$ cat config.mk
export PLATFORM = sky130hd
export DESIGN_NAME = ntt_layer_controller
export DESIGN_NICKNAME = d
export VERILOG_FILES = /design/src/rtl/ntt_pkg.sv /design/src/rtl/ntt_addr_tracker.sv /design/src/rtl/ntt_layer_controller.sv
export SDC_FILE = /design/constraint.sdc
export NUM_CORES = 1
export LEC_CHECK = 0
export CAP_MARGIN = 20
export CORE_MARGIN = 2
export CORE_UTILIZATION = 58
export CTS_CLUSTER_SIZE = 20
export DETAILED_ROUTE_END_ITERATION = 10
export GPL_TIMING_DRIVEN = 0
export PLACE_DENSITY = 0.8
export SYNTH_ARGS = -nofsm -noshare
export SYNTH_HDL_FRONTEND = slang
export SYNTH_SLANG_ARGS = --single-unit
$ cat constraint.sdc
create_clock -name clk -period 5.1 [get_ports clk]
set_input_delay 1.02 -clock clk [delete_from_list [all_inputs] [get_ports clk]]
set_output_delay 1.02 -clock clk [all_outputs]
set_load 0.01 [all_outputs]
$ cat src/rtl/ntt_pkg.sv
// rtl/ntt_pkg.sv - shared constants and state encoding for the NTT layer controller
package ntt_pkg;

    localparam int N          = 256;
    localparam int ADDR_WIDTH = 8;
    localparam int LOG_N      = 8;
    localparam int NUM_LAYERS = 7;
    localparam int TW_WIDTH   = 7;

    typedef enum logic [1:0] {
        IDLE,
        ISSUE,
        DRAIN,
        FINISH
    } state_t;

endpackage

$ cat src/rtl/ntt_addr_tracker.sv
// rtl/ntt_addr_tracker.sv - {valid, addr} write-back delay line with outstanding-butterfly counter
module ntt_addr_tracker #(
    parameter int DEPTH = 9,
    parameter int AW    = 8
) (
    input  logic          clk,
    input  logic          rst_n,
    input  logic          push_valid,
    input  logic [AW-1:0] push_addr,
    output logic          pop_valid,
    output logic [AW-1:0] pop_addr,
    output logic          drained_next
);

    localparam int CW = $clog2(DEPTH + 1);

    logic          valid_q [DEPTH];
    logic [AW-1:0] addr_q  [DEPTH];
    logic [CW-1:0] count_q;
    logic [CW-1:0] count_nxt;

    always_comb begin
        count_nxt = count_q;
        if (push_valid && !pop_valid) begin
            count_nxt = count_q + CW'(1);
        end else if (!push_valid && pop_valid) begin
            count_nxt = count_q - CW'(1);
        end
    end

    always_ff @(posedge clk or negedge rst_n) begin
        if (!rst_n) begin
            for (int i = 0; i < DEPTH; i++) begin
                valid_q[i] <= 1'b0;
                addr_q[i]  <= '0;
            end
            count_q <= '0;
        end else begin
            valid_q[0] <= push_valid;
            addr_q[0]  <= push_addr;
            for (int i = 1; i < DEPTH; i++) begin
                valid_q[i] <= valid_q[i-1];
                addr_q[i]  <= addr_q[i-1];
            end
            count_q <= count_nxt;
        end
    end

    assign pop_valid    = valid_q[DEPTH-1];
    assign pop_addr     = addr_q[DEPTH-1];
    // Looking at the next count lets the FSM restart on the cycle of the final write-back.
    assign drained_next = (count_nxt == '0);

endmodule

$ cat src/rtl/ntt_layer_controller.sv
// rtl/ntt_layer_controller.sv - Kyber NTT layer sequencer; NTT_LAYER_CTRL_INTT_EN adds inverse-order support
module ntt_layer_controller
    import ntt_pkg::*;
#(
    parameter int BFU_LATENCY = 8,
    parameter int RD_LATENCY  = 1
) (
    input  logic                  clk,
    input  logic                  rst_n,
    input  logic                  start,
`ifdef NTT_LAYER_CTRL_INTT_EN
    input  logic                  inverse,
`endif
    output logic                  busy,
    output logic                  done,
    output logic                  rd_en,
    output logic [ADDR_WIDTH-1:0] rd_addr_a,
    output logic [ADDR_WIDTH-1:0] rd_addr_b,
    output logic                  bf_valid_in,
    output logic [TW_WIDTH-1:0]   bf_twiddle_idx,
    input  logic                  bf_valid_out,
    output logic                  wr_en,
    output logic [ADDR_WIDTH-1:0] wr_addr_a,
    output logic [ADDR_WIDTH-1:0] wr_addr_b,
    output logic                  err
);

    localparam logic [ADDR_WIDTH-1:0] LEN_FWD0   = ADDR_WIDTH'(N / 2);
    localparam logic [ADDR_WIDTH-1:0] LEN_INV0   = ADDR_WIDTH'(2);
    localparam logic [TW_WIDTH-1:0]   K_FWD0     = TW_WIDTH'(1);
    localparam logic [TW_WIDTH-1:0]   K_INV0     = TW_WIDTH'((1 << TW_WIDTH) - 1);
    localparam logic [2:0]            LAST_LAYER = 3'(NUM_LAYERS - 1);

    state_t                state;
    logic [2:0]            layer;
    logic [ADDR_WIDTH-1:0] len;
    logic [ADDR_WIDTH-1:0] j;
    logic [ADDR_WIDTH-1:0] grp;
    logic [TW_WIDTH-1:0]   k;
    logic                  inv_q;
    logic                  start_inv;
    logic                  drained_next;

`ifdef NTT_LAYER_CTRL_INTT_EN
    assign start_inv = inverse;
`else
    assign start_inv = 1'b0;
`endif

    logic [ADDR_WIDTH:0]   grp_sum;
    logic                  group_end;
    logic                  layer_end;
    logic [ADDR_WIDTH-1:0] j_nxt;
    logic [ADDR_WIDTH-1:0] grp_nxt;
    logic [TW_WIDTH-1:0]   k_nxt;
    logic [ADDR_WIDTH-1:0] len_start;
    logic [ADDR_WIDTH-1:0] len_next_layer;

    // The carry out of grp + 2*len marks the last group of a layer.
    assign grp_sum        = {1'b0, grp} + {len, 1'b0};
    assign group_end      = (j == len - ADDR_WIDTH'(1));
    assign layer_end      = group_end && grp_sum[ADDR_WIDTH];
    assign len_start      = start_inv ? LEN_INV0 : LEN_FWD0;
    assign len_next_layer = inv_q ? (len << 1) : (len >> 1);

    always_comb begin
        j_nxt   = j + ADDR_WIDTH'(1);
        grp_nxt = grp;
        k_nxt   = k;
        if (group_end) begin
            j_nxt   = '0;
            grp_nxt = grp_sum[ADDR_WIDTH-1:0];
            k_nxt   = inv_q ? (k - TW_WIDTH'(1)) : (k + TW_WIDTH'(1));
        end
    end

    always_ff @(posedge clk or negedge rst_n) begin
        if (!rst_n) begin
            state     <= IDLE;
            busy      <= 1'b0;
            done      <= 1'b0;
            rd_en     <= 1'b0;
            rd_addr_a <= '0;
            rd_addr_b <= '0;
            layer     <= '0;
            len       <= '0;
            j         <= '0;
            grp       <= '0;
            k         <= '0;
            inv_q     <= 1'b0;
        end else begin
            done <= 1'b0;
            case (state)
                IDLE: begin
                    if (start) begin
                        state     <= ISSUE;
                        busy      <= 1'b1;
                        inv_q     <= start_inv;
                        layer     <= '0;
                        len       <= len_start;
                        j         <= '0;
                        grp       <= '0;
                        k         <= start_inv ? K_INV0 : K_FWD0;
                        rd_en     <= 1'b1;
                        rd_addr_a <= '0;
                        rd_addr_b <= len_start;
                    end
                end
                ISSUE: begin
                    k <= k_nxt;
                    if (layer_end) begin
                        state <= DRAIN;
                        rd_en <= 1'b0;
                    end else begin
                        j         <= j_nxt;
                        grp       <= grp_nxt;
                        rd_addr_a <= grp_nxt + j_nxt;
                        rd_addr_b <= grp_nxt + j_nxt + len;
                    end
                end
                DRAIN: begin
                    if (drained_next) begin
                        if (layer == LAST_LAYER) begin
                            state <= FINISH;
                            done  <= 1'b1;
                            busy  <= 1'b0;
                        end else begin
                            state     <= ISSUE;
                            layer     <= layer + 3'd1;
                            len       <= len_next_layer;
                            j         <= '0;
                            grp       <= '0;
                            rd_en     <= 1'b1;
                            rd_addr_a <= '0;
                            rd_addr_b <= len_next_layer;
                        end
                    end
                end
                FINISH: begin
                    state <= IDLE;
                end
                default: begin
                    state <= IDLE;
                end
            endcase
        end
    end

    logic                tw_valid_q [RD_LATENCY];
    logic [TW_WIDTH-1:0] tw_idx_q   [RD_LATENCY];

    always_ff @(posedge clk or negedge rst_n) begin
        if (!rst_n) begin
            for (int i = 0; i < RD_LATENCY; i++) begin
                tw_valid_q[i] <= 1'b0;
                tw_idx_q[i]   <= '0;
            end
        end else begin
            tw_valid_q[0] <= rd_en;
            tw_idx_q[0]   <= k;
            for (int i = 1; i < RD_LATENCY; i++) begin
                tw_valid_q[i] <= tw_valid_q[i-1];
                tw_idx_q[i]   <= tw_idx_q[i-1];
            end
        end
    end

    assign bf_valid_in    = tw_valid_q[RD_LATENCY-1];
    assign bf_twiddle_idx = tw_idx_q[RD_LATENCY-1];

    ntt_addr_tracker #(
        .DEPTH (RD_LATENCY + BFU_LATENCY),
        .AW    (ADDR_WIDTH)
    ) u_tracker (
        .clk          (clk),
        .rst_n        (rst_n),
        .push_valid   (rd_en),
        .push_addr    (rd_addr_a),
        .pop_valid    (wr_en),
        .pop_addr     (wr_addr_a),
        .drained_next (drained_next)
    );

    // len is held through the drain, so the b address is rebuilt at the tail.
    assign wr_addr_b = wr_addr_a + len;

    always_ff @(posedge clk or negedge rst_n) begin
        if (!rst_n) begin
            err <= 1'b0;
        end else if (wr_en != bf_valid_out) begin
            err <= 1'b1;
        end
    end

endmodule

==> results of run 1 <==
==> synth_stat cells (all sizes together), types with 3 or more instances <==
cell | count | area share [%]
nor3 | 11 | 0.93
a21oi | 24 | 1.9
clkbuf | 13 | 0.75
o31ai | 4 | 0.46
and3 | 6 | 0.58
nor2 | 31 | 1.8
o21ai | 55 | 4.3
xnor2 | 25 | 3.4
nand2b | 5 | 0.48
nand2 | 45 | 2.6
mux2 | 3 | 0.52
dfrtp | 146 | 56
and2 | 7 | 0.68
a21o | 7 | 0.81
nor2b | 5 | 0.48
nand3 | 11 | 0.85
buf | 14 | 1.4
inv | 28 | 1.6
ha | 38 | 7.3
nand3b | 4 | 0.46
or3 | 7 | 0.68
xor2 | 19 | 2.6
o21a | 5 | 0.58
o21bai | 5 | 0.58
fa | 4 | 1.2
nor4 | 4 | 0.58
a22o | 16 | 2.2
==> cells by family (layout without fill, tap and decap cells) <==
kind of cell	count (synthesis)	count (layout)
simple gates	143	143
compound gates	133	133
fa+ha+maj	42	42
other cells	1	1
flops	146	146
buf+inv	55	141
mux	5	5
xor+xnor	44	44
==> metrics by stage <==
stage / power, mW / worst slack (ns) / setup TNS [ns] / cells / area (sq um)
6_report: 3.664 / 0.2143 / 0 / 795 / 7806
5_1_grt: 3.865 / 0.01074 / 0 / 795 / 7806
4_1_cts: 3.676 / 0.03917 / 0 / 790 / 7732
3_5_place_dp: 2.480 / -0.1770 / -0.1959 / 758 / 7157
3_3_place_gp: 2.427 / -2.391 / -347.89 / 757 / 7128
2_1_floorplan: 2.067 / 0.6105 / 0 / 569 / 6472
==> power by group through the flow <==
stage	Sequential (mW)	Combinational (mW)	Clock [mW]
6_report	1.44	1.04	1.18
5_1_grt	1.46	1.15	1.26
4_1_cts	1.44	1.03	1.21
3_5_place_dp	1.46	1.02	0
3_3_place_gp	1.45	0.980	0
2_1_floorplan	1.43	0.639	0
==> flip-flops by register name, summed over array words and instances, names as in the netlist, 2 cells and up <==
| name | cells |
|---|---|
| j | 7 |
| state | 2 |
| u_tracker.addr_q | 64 |
| len | 8 |
| rd_addr_b | 8 |
| bf_twiddle_idx | 7 |
| u_tracker.count_q | 4 |
| u_tracker.pop_addr | 8 |
| rd_addr_a | 8 |
| grp | 7 |
| layer | 3 |
| u_tracker.valid_q | 8 |
| k | 7 |
==> cells in the final DEF (no fill, tap or decap), types with 3 or more instances in the layout <==
cell type        netlist  routed
a22o_1                16      16
xnor2_1               25      23
nor2_1                30      30
xor2_1                19      18
a21oi_1               24      23
clkinvlp_4             0       5
inv_1                 28      27
nand3b_1               4       4
ha_1                  38      38
or3_1                  7       7
mux2_2                 3       3
and3_1                 6       6
o21bai_1               5       5
nand2_1               45      45
buf_4                  9      14
nor3_1                10      10
nand2b_1               5       5
dfrtp_1              146     144
clkbuf_8               0       5
o21ai_1               18      19
buf_2                  5       6
o21ai_0               37      36
nor2b_1                5       5
a21o_1                 7       7
fa_1                   4       4
clkdlybuf4s50_1        0      47
o21a_1                 5       5
and2_1                 7       7
o31ai_1                4       4
clkbuf_16              0      16
clkbuf_1              13      11
nand3_1               11      11
==> area by class of cell <==
| type | instances | area [sq um] | share of cell area (%) |
|---|---|---|---|
| tap | 140 | 175.2 | 2.244 |
| buffer | 27 | 145.1 | 1.859 |
| sequential | 146 | 3656 | 46.83 |
| multi-input combinational | 368 | 2606 | 33.39 |
| clock buffer | 22 | 473.0 | 6.059 |
| timing repair buffer | 54 | 546.8 | 7.004 |
| inverter | 28 | 105.1 | 1.346 |
| clock inverter | 10 | 98.84 | 1.266 |
==> worst max path at each step <==
| stage | from | to | slack [ns] |
|---|---|---|---|
| global route | len[4]$_DFFE_PN0P_ | rd_addr_b[6]$_DFFE_PN0P_ | 0.01 |
| global placement | rst_n | u_tracker.count_q[2]$_DFF_PN0_ | -2.39 |
| detailed placement | len[1]$_DFFE_PN0P_ | rd_addr_b[6]$_DFFE_PN0P_ | -0.18 |
| CTS | len[1]$_DFFE_PN0P_ | rd_addr_b[6]$_DFFE_PN0P_ | 0.04 |
| finish | len[4]$_DFFE_PN0P_ | rd_addr_b[6]$_DFFE_PN0P_ | 0.21 |
| floorplan | len[1]$_DFFE_PN0P_ | rd_addr_b[6]$_DFFE_PN0P_ | 0.61 |
==> routing by layer <==
metal | track usage, % | vias up
met4 | 9.675 | 0
met3 | 5.868 | 17
met2 | 41.89 | 149
met5 | 0 | -
li1 | - | 2109
met1 | 33.64 | 2213
==> what timing repair did <==
action                     in CTS  in global routing
pin swaps                       0                  1
setup endpoints to repair       2                  2
gates resized for setup         4                 11
hold buffers                    0                  0
setup buffers                   0                  5
==> reports/results.txt, run 1 <==
worst min path class: reg -> reg
DRC: 0
Slew headroom: 59.69%
critical path launch point type: register
main combinational cell family by area after synthesis: compound AO/OA/AOI/OAI gates
share of the yosys chip area belonging to registers: 56.45%
Clock power frac: 32.3%
Mapped Cells: 569
Post-synth EDFFs: 0
metal2 WL: 6981 microns
Reg clk slew, reported paths: 0.06 ns
fraction of layout cells with a size suffix above 1: 11.45%
crit-path max FO: 8
fin crit share: 95.80%
Max Clock Skew: 0.01210 ns
Post-Synthesis Cell Area: 6472 sq um
DR WL/cell: 17.71 microns
CP delay by family, top: compound AO/OA/AOI/OAI gates
global-route wire length before repair: 22670 microns
WL met1: 6065 microns
initial antenna violation count: 0
Fill cells: 735
CTS tree: built
clock buffer count from CTS: 17
Final Util: 71.70%
unrepaired setup endpoints after global routing: false
DRT antenna net count: 0
DR iter-0 viols: 358
Die Area: 12020 sq um
initial core utilization: 59.45%
critical path buffer and inverter count: 2
Final nets: 688
Synth Area in Compound Gates: 13.26%
largest net degree at the start of global routing: 84
Net Switching: 1.263 mW
CP Depth: 18
WP data arrival: 5.32 ns
R2R Setup Slk: 0.21 ns
Core Region: 10890 sq um
top sig layer: met4
xor/xnor share of the synthesized area: 5.954%
Internal: 2.401 mW
vias in the first global route: 4429
WL met3: 780 microns
I/O pins: 49
# setup viols final: 0
final WL: 14080 microns
TritonRoute pass-1 iters: 5
MaxCap Viol Count: 0
# rows: 38
detailed-placement wirelength estimate: 9524 microns
via count: 4488
switch share: 34.47%
routability cong.: 0.9096
actual slew at the worst max-slew pin: 0.6046 ns
Post-Synth Adder-Cell Area: 8.583%
slowest cell on the critical path: dfrtp_1
leakage: 3.708 nW
GRT Residual Overflow: 0
Yosys warnings: 0
Clock Latency Late Sink: 0.54 ns
Net Count, Synth: 615
CP endpoint kind: register
asr flop ratio synth: 100.0%
register bit total from synthesis: 146
Die Y-Extent: 109.6 microns
maximum buffer depth of the clock tree: 2
critical path type: reg -> reg
Max rail drop VDD: 0.0003340 V
status: complete, no violations
Reg power frac: 39.2%
Hold EP: u_tracker.addr_q[13]$_DFF_PN0_
Hold Path Depth: 0
Max Slew Vio Count: 0
Synth Area in Simple Gates: 11.06%
Required @ worst endpoint: 5.53 ns
Comb pwr share: 28.5%
ant diodes: 0
DR vias/cell: 5.645
post-layout min period: 4.886 ns
mux cell area share after synthesis: 0.8312%
GRT Total Usage: 25.66%
Main synth FF type: dfrtp_1
root buffer cell: clkbuf_8
Sink Count: 146
PortBufs: 48
Mean Syn Cell Area: 11.38 sq um
H-tree Lvls: 4
PwrDens: 469.3 nW/um^2
worst r2r dst: rd_addr_b[6]$_DFFE_PN0P_
Yosys cell types: 55
Area Growth Syn to Fin: 20.61%
R2R Path Start: len[4]$_DFFE_PN0P_
worst path cell trace: clkbuf_2, nor3_1, a221oi_1, a311o_2, o211ai_4, buf_4, mux2_2, fa_1, a21o_1, a21oi_2, xnor2_2, ha_1, a21boi_0, o21a_1, or3_1, a32oi_1, nor2_1, a22o_1
Min Hold Slack: 0.3450 ns
final hold vios: 0
Crit path largest cell delay: 0.50 ns
Max Fclk: 0.2047 GHz
hold path start: u_tracker.addr_q[21]$_DFF_PN0_
reg2reg path depth: 18
Die W: 109.6 microns
Note: power is estimated with default switching activity, not from simulation.
==> run 2, diff against run 1 <==
--- a/config.mk
+++ b/config.mk
@@ -8,7 +8,7 @@
 export CAP_MARGIN = 20
 export CORE_MARGIN = 2
 export CORE_UTILIZATION = 58
-export CTS_CLUSTER_SIZE = 20
+export CTS_CLUSTER_SIZE = 40
 export DETAILED_ROUTE_END_ITERATION = 10
 export GPL_TIMING_DRIVEN = 0
 export PLACE_DENSITY = 0.8
==> results of run 2 <==
Final layout, timing and power as in run 1 (identical DEF).
==> run 3, diff against run 2 <==
--- a/config.mk
+++ b/config.mk
@@ -5,6 +5,7 @@
 export SDC_FILE = /design/constraint.sdc
 export NUM_CORES = 1
 export LEC_CHECK = 0
+export ABC_AREA = 1
 export CAP_MARGIN = 20
 export CORE_MARGIN = 2
 export CORE_UTILIZATION = 58
==> run 3 against run 2 <==
  * Area after synthesis is 2.9% higher
  * Via count up 11%
  * Critical path depth is 11 higher
  * Register-to-register slack better by 0.24 ns
  * Fmax up 5.1%
  * Total power fell by 35%
  * Flip-flop and latch count did not move
  * Cell count rose by 15%
  * Global-route usage decreased by 1.1 points
  * Critical path type unchanged
  * Largest cell class unchanged
  * Largest power group is now clock
  * Highest routed layer unchanged
==> reports/results.txt, run 3 <==
status: complete, no violations
Yosys warnings: 0 (unchanged)
via count: 4960 (+11%)
Max Fclk: 0.2152 GHz (+5.1%)
Synth Area in Compound Gates: 8.038% (-5.2 points)
CP endpoint kind: register
DP Worst Slack: 0.07275 ns (+0.2497 ns)
Net Count, Synth: 729 (+19%)
WP data arrival: 4.96 ns (-0.36 ns)
register bit total from synthesis: 146 (unchanged)
Largest register FFs: 64 (unchanged)
Mean Syn Cell Area: 9.755 sq um (-14%)
Top reg by flops: u_tracker.addr_q
Max Slew Vio Count: 0 (unchanged)
R2R Path Start: len[1]$_DFFE_PN0P_
fraction of layout cells with a size suffix above 1: 12.71% (+1.3 points)
most common cell after layout, fill and taps aside: nand2_1
Area contributors post-synth: dfrtp_1, nand2_1, ha_1
post-layout min period: 4.647 ns (-0.2385 ns)
PortBufs: 48 (unchanged)
GRT Total Usage: 24.56% (-1.1 points)
Commonest cells post-synth: nand2_1, dfrtp_1, inv_1, nand3_1, ha_1
setup_tns: 0 ns (unchanged)
Synth Area in Simple Gates: 17.43% (+6.4 points)
Area Growth Syn to Fin: 19.72%
Die W: 111.2 microns (+1.4%)
main combinational cell family by area after synthesis: simple AND/OR/NAND/NOR gates
Sink Count: 146 (unchanged)
final WL: 14330 microns (+1.8%)
DRC: 0 (unchanged)
largest net degree at the start of global routing: 87 (+3.6%)
top cell type's share of synthesized area: 54.84% (-1.6 points)
Clock Latency Late Sink: 0.43 ns (-0.11 ns)
worst min path class: reg -> reg
DRT antenna net count: 0 (unchanged)
Yosys cell types: 44 (-20%)
Multi-input gate area: 2530 sq um (-2.9%)
commonest non-fill, non-tap cells in the layout: nand2_1, dfrtp_1, inv_1
MaxCap Viol Count: 0 (unchanged)
initial antenna violation count: 0 (unchanged)
DR iter-0 viols: 356 (-0.56%)
vias in the first global route: 4953 (+12%)
top cell type by total area after synthesis: dfrtp_1
Max Clock Skew: 0.009355 ns (-0.002745 ns)
asr flop ratio synth: 100.0% (unchanged)
PwrDens: 297.6 nW/um^2 (-37%)
routability cong.: 0.8515 (-6.4%)
Die Y-Extent: 111.2 microns (+1.4%)
final cell count without fillers: 914 (+15%)
DR WL/cell: 15.67 microns (-11%)
share of the yosys chip area belonging to registers: 54.84% (-1.6 points)
# setup viols final: 0 (unchanged)
Post-Synth Adder-Cell Area: 8.338% (-0.24 points)
fin crit share: 91.12% (-4.7 points)
Post-synth EDFFs: 0 (unchanged)
maximum buffer depth of the clock tree: 2 (unchanged)
Core Region: 11320 sq um (+4.0%)
xor/xnor share of the synthesized area: 4.075% (-1.9 points)
Required @ worst endpoint: 5.42 ns (-0.11 ns)
GRT Residual Overflow: 0 (unchanged)
Mapped Cells: 683 (+20%)
# hold bufs at CTS: 0 (unchanged)
DR vias/cell: 5.427 (-3.9%)
slowest cell on the critical path: fa_1
Final nets: 804 (+17%)
TritonRoute pass-1 iters: 6 (+1)
CTS tree: built
actual slew at the worst max-slew pin: 0.7765 ns (+0.1719 ns)
hold path start: u_tracker.addr_q[70]$_DFF_PN0_
Main synth FF type: dfrtp_1
detailed-placement wirelength estimate: 9915 microns (+4.1%)
placed insts: 875 (+15%)
I/O pins: 49 (unchanged)
Max rail drop VDD: 0.0003021 V (-9.6%)
ant diodes: 0 (unchanged)
Slew headroom: 48.23% (-11 points)
Post-Synthesis Cell Area: 6663 sq um (+2.9%)
mux cell area share after synthesis: 0% (-0.83 points)
Critical Path Source: len[1]$_DFFE_PN0P_
Reg clk slew, reported paths: 0.07 ns (about the same)
critical path type: reg -> reg
crit-path max FO: 10 (+2)
FF/Latch Area: 3656 sq um (unchanged)
critical path launch point type: register
global-route wire length before repair: 23540 microns (+3.8%)
count leader, synth: nand2_1
# rows: 39 (+2.6%)
clock buffer count from CTS: 17 (unchanged)
initial core utilization: 58.85% (-0.59 points)
leakage: 4.126 nW (+11%)
Die Area: 12360 sq um (+2.8%)
Min Hold Slack: 0.3463 ns (+0.001396 ns)
Crit path largest cell delay: 0.43 ns (-0.07 ns)
final hold vios: 0 (unchanged)
Fill cells: 821 (+12%)
H-tree Lvls: 4 (unchanged)
root buffer cell: clkbuf_16
final setup slack of the worst path: 0.4528 ns (+0.2385 ns)
[run 3: changes by cell type after synthesis, sizes merged, moves of 7 or more]
cell,change
nor2,+11
nand2,+119
or3,-7
o21ai,-8
a22o,-16
clkbuf,-12
xnor2,-16
inv,+56
nand3,+31
[run 3: layout make-up]
| type | count | share of cell area (%) |
|---|---|---|
| inverters | 85 | 4.047 |
| clock inverters | 14 | 1.569 |
| multi-input cells | 431 | 31.72 |
| clock buffers | 18 | 5.506 |
| well taps | 143 | 2.243 |
| plain buffers | 21 | 2.039 |
| repair buffers | 56 | 7.043 |
| flip-flops and latches | 146 | 45.84 |
[run 3: cells by family after synthesis]
| kind of cell | after synthesis |
|---|---|
| AOI/OAI and AO/OA | 91 |
| xor gates and xnor gates | 31 |
| adders and majority gates | 42 |
| buffers and inverters | 106 |
| DFF | 146 |
| other | 1 |
| and+or+nand+nor | 266 |
[run 3: per-stage QoR]
step / util (%) / total power [mW] / area (sq um)
3_5_place_dp: 64.93 / 1.227 / 7351
6_report: 70.46 / 2.373 / 7976
3_3_place_gp: 64.68 / 1.224 / 7322
5_1_grt: 70.46 / 2.444 / 7976
4_1_cts: 69.92 / 2.389 / 7915
2_1_floorplan: - / 1.195 / 6663
[run 3: report_power, final]
group / switching, mW / leakage (nW) / internal (mW) / total [mW]
sequential: 0.00234 / 1.87 / 1.16 / 1.16
clock: 0.518 / 0.270 / 0.650 / 1.17
combinational: 0.0297 / 1.99 / 0.0116 / 0.0412
total: 0.550 / 4.13 / 1.82 / 2.37
[run 3: final timing paths]
check	slack, ns	depth (start not counted)	end
max in group asynchronous	3.70	2	u_tracker.pop_addr[7]$_DFF_PN0_
min	0.35	0	u_tracker.addr_q[62]$_DFF_PN0_
min reg2reg	0.35	0	u_tracker.addr_q[62]$_DFF_PN0_
min in group asynchronous	0.63	1	u_tracker.addr_q[64]$_DFF_PN0_
max reg2reg	0.45	29	rd_addr_b[7]$_DFFE_PN0P_
max	0.45	29	rd_addr_b[7]$_DFFE_PN0P_
[run 3: routing by layer]
layer,track usage (%),part of all wire (%),up-vias,routed length (microns)
li1,-,-,2336,-
met1,30.19,40,2407,5793
met2,41.18,51,173,7334
met3,5.850,5.4,44,775
met4,11.52,2.9,0,422
met5,0,0,-,0
[run 3: repair_timing]
action                                 in CTS  in global routing
endpoints found under the hold margin       0                  0
setup endpoints to repair                   0                  3
setup buffers                               0                  7
gates resized for setup                     0                  4
[run 3: critical path, delay by kind of cell (launching register included)]
| kind | cells | cell delay [ns] |
|---|---|---|
| AOI/OAI and AO/OA | 3 | 0.35 |
| xor gates and xnor gates | 3 | 0.60 |
| adders and majority gates | 3 | 1.11 |
| buffers and inverters | 6 | 0.64 |
| DFF | 1 | 0.41 |
| and+or+nand+nor | 14 | 1.43 |
